File: src/rtl/traffic_light_sequencer.sv
// rtl/traffic_light_sequencer.sv - timed NS/EW/WALK phase sequencer driven by the 2-bit traffic mode
// Every exit from a green passes through a full yellow and a full all-red before anything else runs.
module traffic_light_sequencer #(
  parameter int GREEN_TICKS  = 8,
  parameter int YELLOW_TICKS = 3,
  parameter int ALLRED_TICKS = 2,
  parameter int WALK_TICKS   = 5,
  parameter int BLINK_TICKS  = 4,
  parameter int CNT_W        = 8
) (
  input  logic       clk,
  input  logic       rst_n,
  input  logic [1:0] mode,
  output logic [2:0] nsLamp,
  output logic [2:0] ewLamp,
  output logic       walk,
  output logic [3:0] phase
);

  typedef enum logic [3:0] {
    AR1   = 4'd0,
    NS_G  = 4'd1,
    NS_Y  = 4'd2,
    AR2   = 4'd3,
    EW_G  = 4'd4,
    EW_Y  = 4'd5,
    PED   = 4'd6,
    NIGHT = 4'd7,
    EMG   = 4'd8
  } state_t;

  localparam logic [1:0] MODE_DAY   = 2'b00;
  localparam logic [1:0] MODE_NIGHT = 2'b01;
  localparam logic [1:0] MODE_PED   = 2'b10;
  localparam logic [1:0] MODE_EMG   = 2'b11;

  localparam logic [CNT_W-1:0] LD_G  = CNT_W'(GREEN_TICKS - 1);
  localparam logic [CNT_W-1:0] LD_Y  = CNT_W'(YELLOW_TICKS - 1);
  localparam logic [CNT_W-1:0] LD_AR = CNT_W'(ALLRED_TICKS - 1);
  localparam logic [CNT_W-1:0] LD_W  = CNT_W'(WALK_TICKS - 1);
  localparam logic [CNT_W-1:0] LD_B  = CNT_W'(BLINK_TICKS - 1);

  state_t           state, state_nxt;
  logic [CNT_W-1:0] timer, timer_nxt;
  logic             ped_pend, ped_nxt, ped_req;
  logic             blink, blink_nxt;
  logic             expired;

  function automatic logic [CNT_W-1:0] load_of(input state_t s);
    case (s)
      NS_G, EW_G: load_of = LD_G;
      NS_Y, EW_Y: load_of = LD_Y;
      PED:        load_of = LD_W;
      NIGHT:      load_of = LD_B;
      default:    load_of = LD_AR;
    endcase
  endfunction

  // {nsLamp, ewLamp, walk}; lamp bits are {red, yellow, green}
  function automatic logic [6:0] lamps_of(input state_t s, input logic b);
    case (s)
      NS_G:    lamps_of = {3'b001, 3'b100, 1'b0};
      NS_Y:    lamps_of = {3'b010, 3'b100, 1'b0};
      EW_G:    lamps_of = {3'b100, 3'b001, 1'b0};
      EW_Y:    lamps_of = {3'b100, 3'b010, 1'b0};
      PED:     lamps_of = {3'b100, 3'b100, 1'b1};
      NIGHT:   lamps_of = {1'b0, b, 1'b0, b, 2'b00, 1'b0};
      default: lamps_of = {3'b100, 3'b100, 1'b0};
    endcase
  endfunction

  always_comb begin
    state_nxt = state;
    timer_nxt = timer - CNT_W'(1);
    blink_nxt = blink;
    ped_req   = ped_pend | (mode == MODE_PED);
    ped_nxt   = ped_req;
    expired   = (timer == '0);

    case (state)
      AR1, AR2: begin
        if (expired) begin
          if (mode == MODE_EMG)        state_nxt = EMG;
          else if (ped_req)            state_nxt = PED;
          else if (mode == MODE_NIGHT) state_nxt = NIGHT;
          else                         state_nxt = (state == AR1) ? NS_G : EW_G;
        end
      end
      NS_G:  if (expired || mode == MODE_EMG) state_nxt = NS_Y;
      EW_G:  if (expired || mode == MODE_EMG) state_nxt = EW_Y;
      NS_Y:  if (expired) state_nxt = AR2;
      EW_Y:  if (expired) state_nxt = AR1;
      PED:   if (expired) state_nxt = AR1;
      NIGHT: begin
        if (mode == MODE_EMG)                  state_nxt = EMG;
        else if (mode == MODE_DAY || ped_req)  state_nxt = AR1;
        else if (expired) begin
          blink_nxt = ~blink;
          timer_nxt = LD_B;
        end
      end
      EMG:     if (mode != MODE_EMG) state_nxt = AR1;
      default: state_nxt = AR1;
    endcase

    // Every entry restarts the phase timer; night always starts with the lamps lit.
    if (state_nxt != state) begin
      timer_nxt = load_of(state_nxt);
      blink_nxt = (state_nxt == NIGHT);
      if (state_nxt == PED) ped_nxt = 1'b0;
    end
  end

  always_ff @(posedge clk or negedge rst_n) begin
    if (!rst_n) begin
      state    <= AR1;
      timer    <= LD_AR;
      ped_pend <= 1'b0;
      blink    <= 1'b0;
      nsLamp   <= 3'b100;
      ewLamp   <= 3'b100;
      walk     <= 1'b0;
    end else begin
      state    <= state_nxt;
      timer    <= timer_nxt;
      ped_pend <= ped_nxt;
      blink    <= blink_nxt;
      {nsLamp, ewLamp, walk} <= lamps_of(state_nxt, blink_nxt);
    end
  end

  assign phase = state;

endmodule

File: config.mk
export PLATFORM = sky130hd
export DESIGN_NAME = traffic_light_sequencer
export DESIGN_NICKNAME = d
export VERILOG_FILES = /design/src/rtl/traffic_light_sequencer.sv
export SDC_FILE = /design/constraint.sdc
export NUM_CORES = 1
export LEC_CHECK = 0
export BUFFER_PORTS_ARGS = -buffer_cell sky130_fd_sc_hd__buf_4
export CELL_PAD_IN_SITES_DETAIL_PLACEMENT = 1
export CELL_PAD_IN_SITES_GLOBAL_PLACEMENT = 1
export CORE_ASPECT_RATIO = 0.7
export CORE_UTILIZATION = 35
export CTS_CLUSTER_SIZE = 10
export DETAILED_ROUTE_END_ITERATION = 8
export HOLD_SLACK_MARGIN = 0.1
export PLACE_DENSITY = 0.71
export SLEW_MARGIN = 15
export SYNTH_ARGS = -nofsm -noshare
export SYNTH_HDL_FRONTEND = slang
export SYNTH_SLANG_ARGS = --single-unit
export TNS_END_PERCENT = 10
File: constraint.sdc
create_clock -name clk -period 4.05 [get_ports clk]
set_input_delay 0.6075 -clock clk [delete_from_list [all_inputs] [get_ports clk]]
set_output_delay 0.6075 -clock clk [all_outputs]
set_load 0.01 [all_outputs]
### Word level (Yosys, flattened, before mapping)

Index checks and enable logic that the tools add are counted.

* bits in read-only memories: 0
* latch bits: 0
* RAM bits: 0
* output and inout port bits: 11
* word-level logic and storage cells: 65
* register bits: 21
* memories: 0

* $lt $le $gt $ge: 0
* multiplexer cells: 27
* equal/unequal tests: 19
* $add $sub $neg: 1
* bitwise operators: 2
* divide/modulo/power cells: 0
* reductions and logical operators: 9
* shifts and indexed selects: 0
* $mul: 0

Operators by type and width (count)
* one-hot mux 7 bit (6 select lines): 1
* two-way mux 8 bit: 5
* two-way mux 4 bit: 9
* equality test 4 x 3 -> 1 bit, second input constant: 8
* one-hot mux 4 bit (7 select lines): 1
* equality test 4 x 2 -> 1 bit, second input constant: 3
* one-hot mux 3 bit (4 select lines): 1
* two-way mux 3 bit: 3
* equality test 4 x 1 -> 1 bit, second input constant: 2
* logical NOT 8 bit: 1
* OR reduction 2 bit: 4
* subtractor 8 x 1 -> 8 bit, second input constant: 1
* two-way mux 1 bit: 7
* equality test 2 bit, second input constant: 2
* equality test 4 bit, second input constant: 1
* logical NOT 4 bit: 1
* != test 4 bit: 1
* equality test 2 x 1 -> 1 bit, second input constant: 1
* logical NOT 2 bit: 1
* logical OR 1 bit: 2
* != test 2 bit, second input constant: 1
* NOT 1 bit: 1
* bitwise OR 1 bit: 1

### Longest topological paths before layout

* word-level depth: 11
* depth in mapped cells: 10
* depth with buffers taken out: 10

### Worst setup path before layout

Ideal clock, no wire load.

* path kind: register to register
* from: reg timer[0]
* to: reg timer[2]
* period minus slack after synthesis: 2.454 ns
* path buffers: 1
* setup time: 0.126 ns
* stages on the path, launching flop included: 11
* required time: 3.924 ns
* arrival: 2.328 ns
* slack: 1.596 ns
* cell sequence: dfstp_2 -> inv_1 -> ha_1 -> nor3b_2 -> a21boi_2 -> mux2i_1 -> a221oi_4 -> mux2i_2 -> or2_1 -> buf_6 -> o21ai_2

* longest elaborated chain between the ends: 8

RTL lines
* start, declared: RTL line 44 `logic [CNT_W-1:0] timer, timer_nxt;`
* start signal, assigned: RTL line 125 `timer <= timer_nxt;`
* logical NOT 8 bit: RTL line 78 `expired = (timer == '0);`
* logical OR 1 bit: RTL line 89, 90
* two-way mux 4 bit, on equally long branches: RTL line 90, 89
* one-hot mux 4 bit (7 select lines): RTL line 80 `case (state)`
* equality test 4 x 3 -> 1 bit, or another cell as far along: RTL line 50 `case (s)`
* OR reduction 2 bit: RTL line 50
* one-hot mux 3 bit (4 select lines): RTL line 50
* two-way mux 8 bit *: RTL line 107 `if (state_nxt != state) begin`
* net timer_nxt[2]: RTL line 44

The timed path passes the listed nets; every way through them passes the cells marked *.

### Final worst setup path

* from: reg timer[1]
* to: reg timer[2]

Same word-level chain as after synthesis.

==> flow_metrics.tcl <==
set metrics [dict create \
    p_leak_nw 0.633 \
    place_congestion 0.797 \
    core_area_um2 3560 \
    cts_buffers 3 \
    relSlewSlack 0.503 \
    finalSetupTns_ns 0 \
    yosysWarnings 0 \
    worstSetupStartpoint "timer[1]" \
    die_x_um 75.2 \
    ys_seq_area_frac 0.404 \
    io_pins 15 \
    clock_latency_ns 0.26 \
    worst-path-max-fanout 8 \
    syn_inst 139 \
    cp_slowest_cell "mux2i_2" \
    final_core_util 0.418 \
    grt_first_pass_wirelength_um 5220 \
    clock.fmax_ghz 0.343 \
    endpoint_kind "flop" \
    path_class "flop to flop" \
    fin_area_um2 1490 \
    die_h_um 53.2 \
    ys_types 48 \
    cp_num_buf_inv 1 \
    cts_setup_buffers 0 \
    routed_wl_um 3220 \
    clk_pin_slew_ns 0.08 \
    ant_nets 0 \
    rsz0062_at_grt "no" \
    startpoint_type "flop" \
    p_per_area_nw_per_um2 797 \
    synthFlopType "dfrtp_1" \
    cts_resized 0 \
    setup_violations 0 \
    syn_nets 144 \
    cts.sinks 21 \
    synth-edff-count 0 \
    holdWs_ns 0.213 \
    antennaDiodeCount 0 \
    clock_path_buffers 2 \
    die-area_um2 4000 \
    drv_slew 0 \
    vias 1048 \
    synth.ff_latch_count 21 \
    async_flop_share 1.00 \
    hold_viol_final 0 \
    max_stage_delay_ns 0.51 \
    area_delta_synth_final_pct 13.5 \
    period_share 0.719 \
    wire_per_inst_um 16.1 \
    nFillCells 431 \
    synth_area_per_cell_um2 9.43 \
    rr_startpoint "timer[1]" \
    root_buffer "clkbuf_8" \
    hold_class "input pin to async pin" \
    grt.overflow.total 0 \
    grt_usage 0.180 \
    fin_crit_ns 2.91 \
    grt_antenna_before_repair 0 \
    layout.nets 156 \
    cts_hold_buf 0 \
    peakVddDrop_mv 0.313 \
    io_buffers 14 \
    drc_errors 0 \
    cap_violations 0 \
    grt_max_degree 22 \
    first_pass_iters 4 \
    finalClockSkew_ns 0.00243 \
    cts_tree "done" \
    post_dp_cell_area_um2 1440 \
    hpwl_um 2420 \
    layout-drive-gt1-share 0.240 \
    tightest_slew_ns 0.740 \
    run_status "finished, final reports clean" \
    cts_max_level 1 \
    worstPathCellList "inv_1, ha_1, nor3b_2, a21boi_2, mux2i_1, a221oi_4, mux2i_2, or2_1, o21ai_2" \
    synth.cell_area_um2 1310 \
    grt_pass1_vias 1009 \
    via_per_inst 5.24 \
    drt-initial-drc-count 52 \
    arrival_ns 3.06 \
    initial_core_util 0.368 \
    cp_top_family "simple AND/OR/NAND/NOR gates" \
    fp-row-count 18 \
    required_ns 4.20 \
]
-- cell type report --
| type | count | area [µm²] | area share |
|---|---|---|---|
| clock buffers | 3 | 41.3 | 0.0278 |
| clock inverters | 1 | 5.00 | 0.00336 |
| inverters | 7 | 26.3 | 0.0177 |
| multi-input cells | 104 | 718 | 0.483 |
| flip-flops and latches | 21 | 529 | 0.356 |
| well taps | 50 | 62.6 | 0.0421 |
| repair buffers | 14 | 105 | 0.0706 |
-- flip-flops by register name, indices dropped and copies added (netlist names) --
signal / cells
timer: 8
phase: 4
ewLamp: 3
nsLamp: 3
blink: 1
ped_pend: 1
walk: 1
-- report_power, final --
part	leakage (nW)	total (mW)	internal (mW)	switching (mW)
clock	0.0255	0.141	0.0686	0.0724
combinational	0.342	0.661	0.276	0.385
sequential	0.266	0.383	0.291	0.0927
total	0.633	1.19	0.636	0.550
-- layout by cell type, fill, tap and decap left out, types with 2 or more instances in the layout --
cell type,netlist,final
dfrtp_1,18,18
nor2_1,15,15
buf_4,0,14
nand2_1,9,9
xnor2_1,7,7
a21oi_1,7,7
and2_1,5,5
o21ai_0,5,5
inv_1,4,4
nand3_1,3,3
nand2b_1,3,3
inv_2,3,3
o211ai_1,3,3
nand4_1,3,3
or3_1,3,3
a22oi_1,3,3
o21ai_1,3,3
nor3_1,3,3
clkbuf_8,0,3
dfstp_2,3,3
mux2i_1,2,2
xor2_1,2,2
o31ai_1,2,2
a21oi_2,2,2
nor4_1,2,2
-- cells by family (layout without fill, tap and decap cells) --
logic type | count (synthesis) | in the layout | share of synthesized area
and+or+nand+nor | 56 | 56 | 0.240
AOI/OAI and AO/OA | 34 | 34 | 0.204
DFF | 21 | 21 | 0.404
buffers and inverters | 14 | 25 | 0.0487
xor gates and xnor gates | 9 | 9 | 0.0601
muxes | 4 | 4 | 0.0343
adders and majority gates | 1 | 1 | 0.00954
-- metal layers --
metal	global-route usage	wire length [µm]
met3	0.0438	105
met5	0	0
met1	0.271	1710
met2	0.257	1410
met4	0.0401	0
-- stage by stage --
stage	setup slack, ns	instances	total power [mW]
after CTS	1.11	200	1.19
after global routing	0.894	200	1.27
after global placement	1.20	196	1.03
after floorplan	1.60	139	0.875
final	1.14	200	1.19
after detailed placement	1.14	196	1.04
-- synthesized netlist by cell type, types with 4 or more instances --
library cell	n	share of area
o21ai_0	5	0.019
xnor2_1	7	0.047
nand2_1	9	0.026
a21oi_1	7	0.027
inv_1	4	0.011
dfrtp_1	18	0.34
nor2_1	15	0.043
and2_1	5	0.024
-- worst paths after layout --
check	endpoint	slack (ns)	cells after the start
hold reg to reg	blink	0.59	2
min in group clk	blink	0.59	2
setup / recovery	timer[2]	1.14	9
hold / removal	timer[6]	0.21	1
setup reg to reg	timer[2]	1.14	9
max in group asynchronous	ewLamp[2]	3.56	1
No activity file was read; power rests on OpenSTA's default activity.
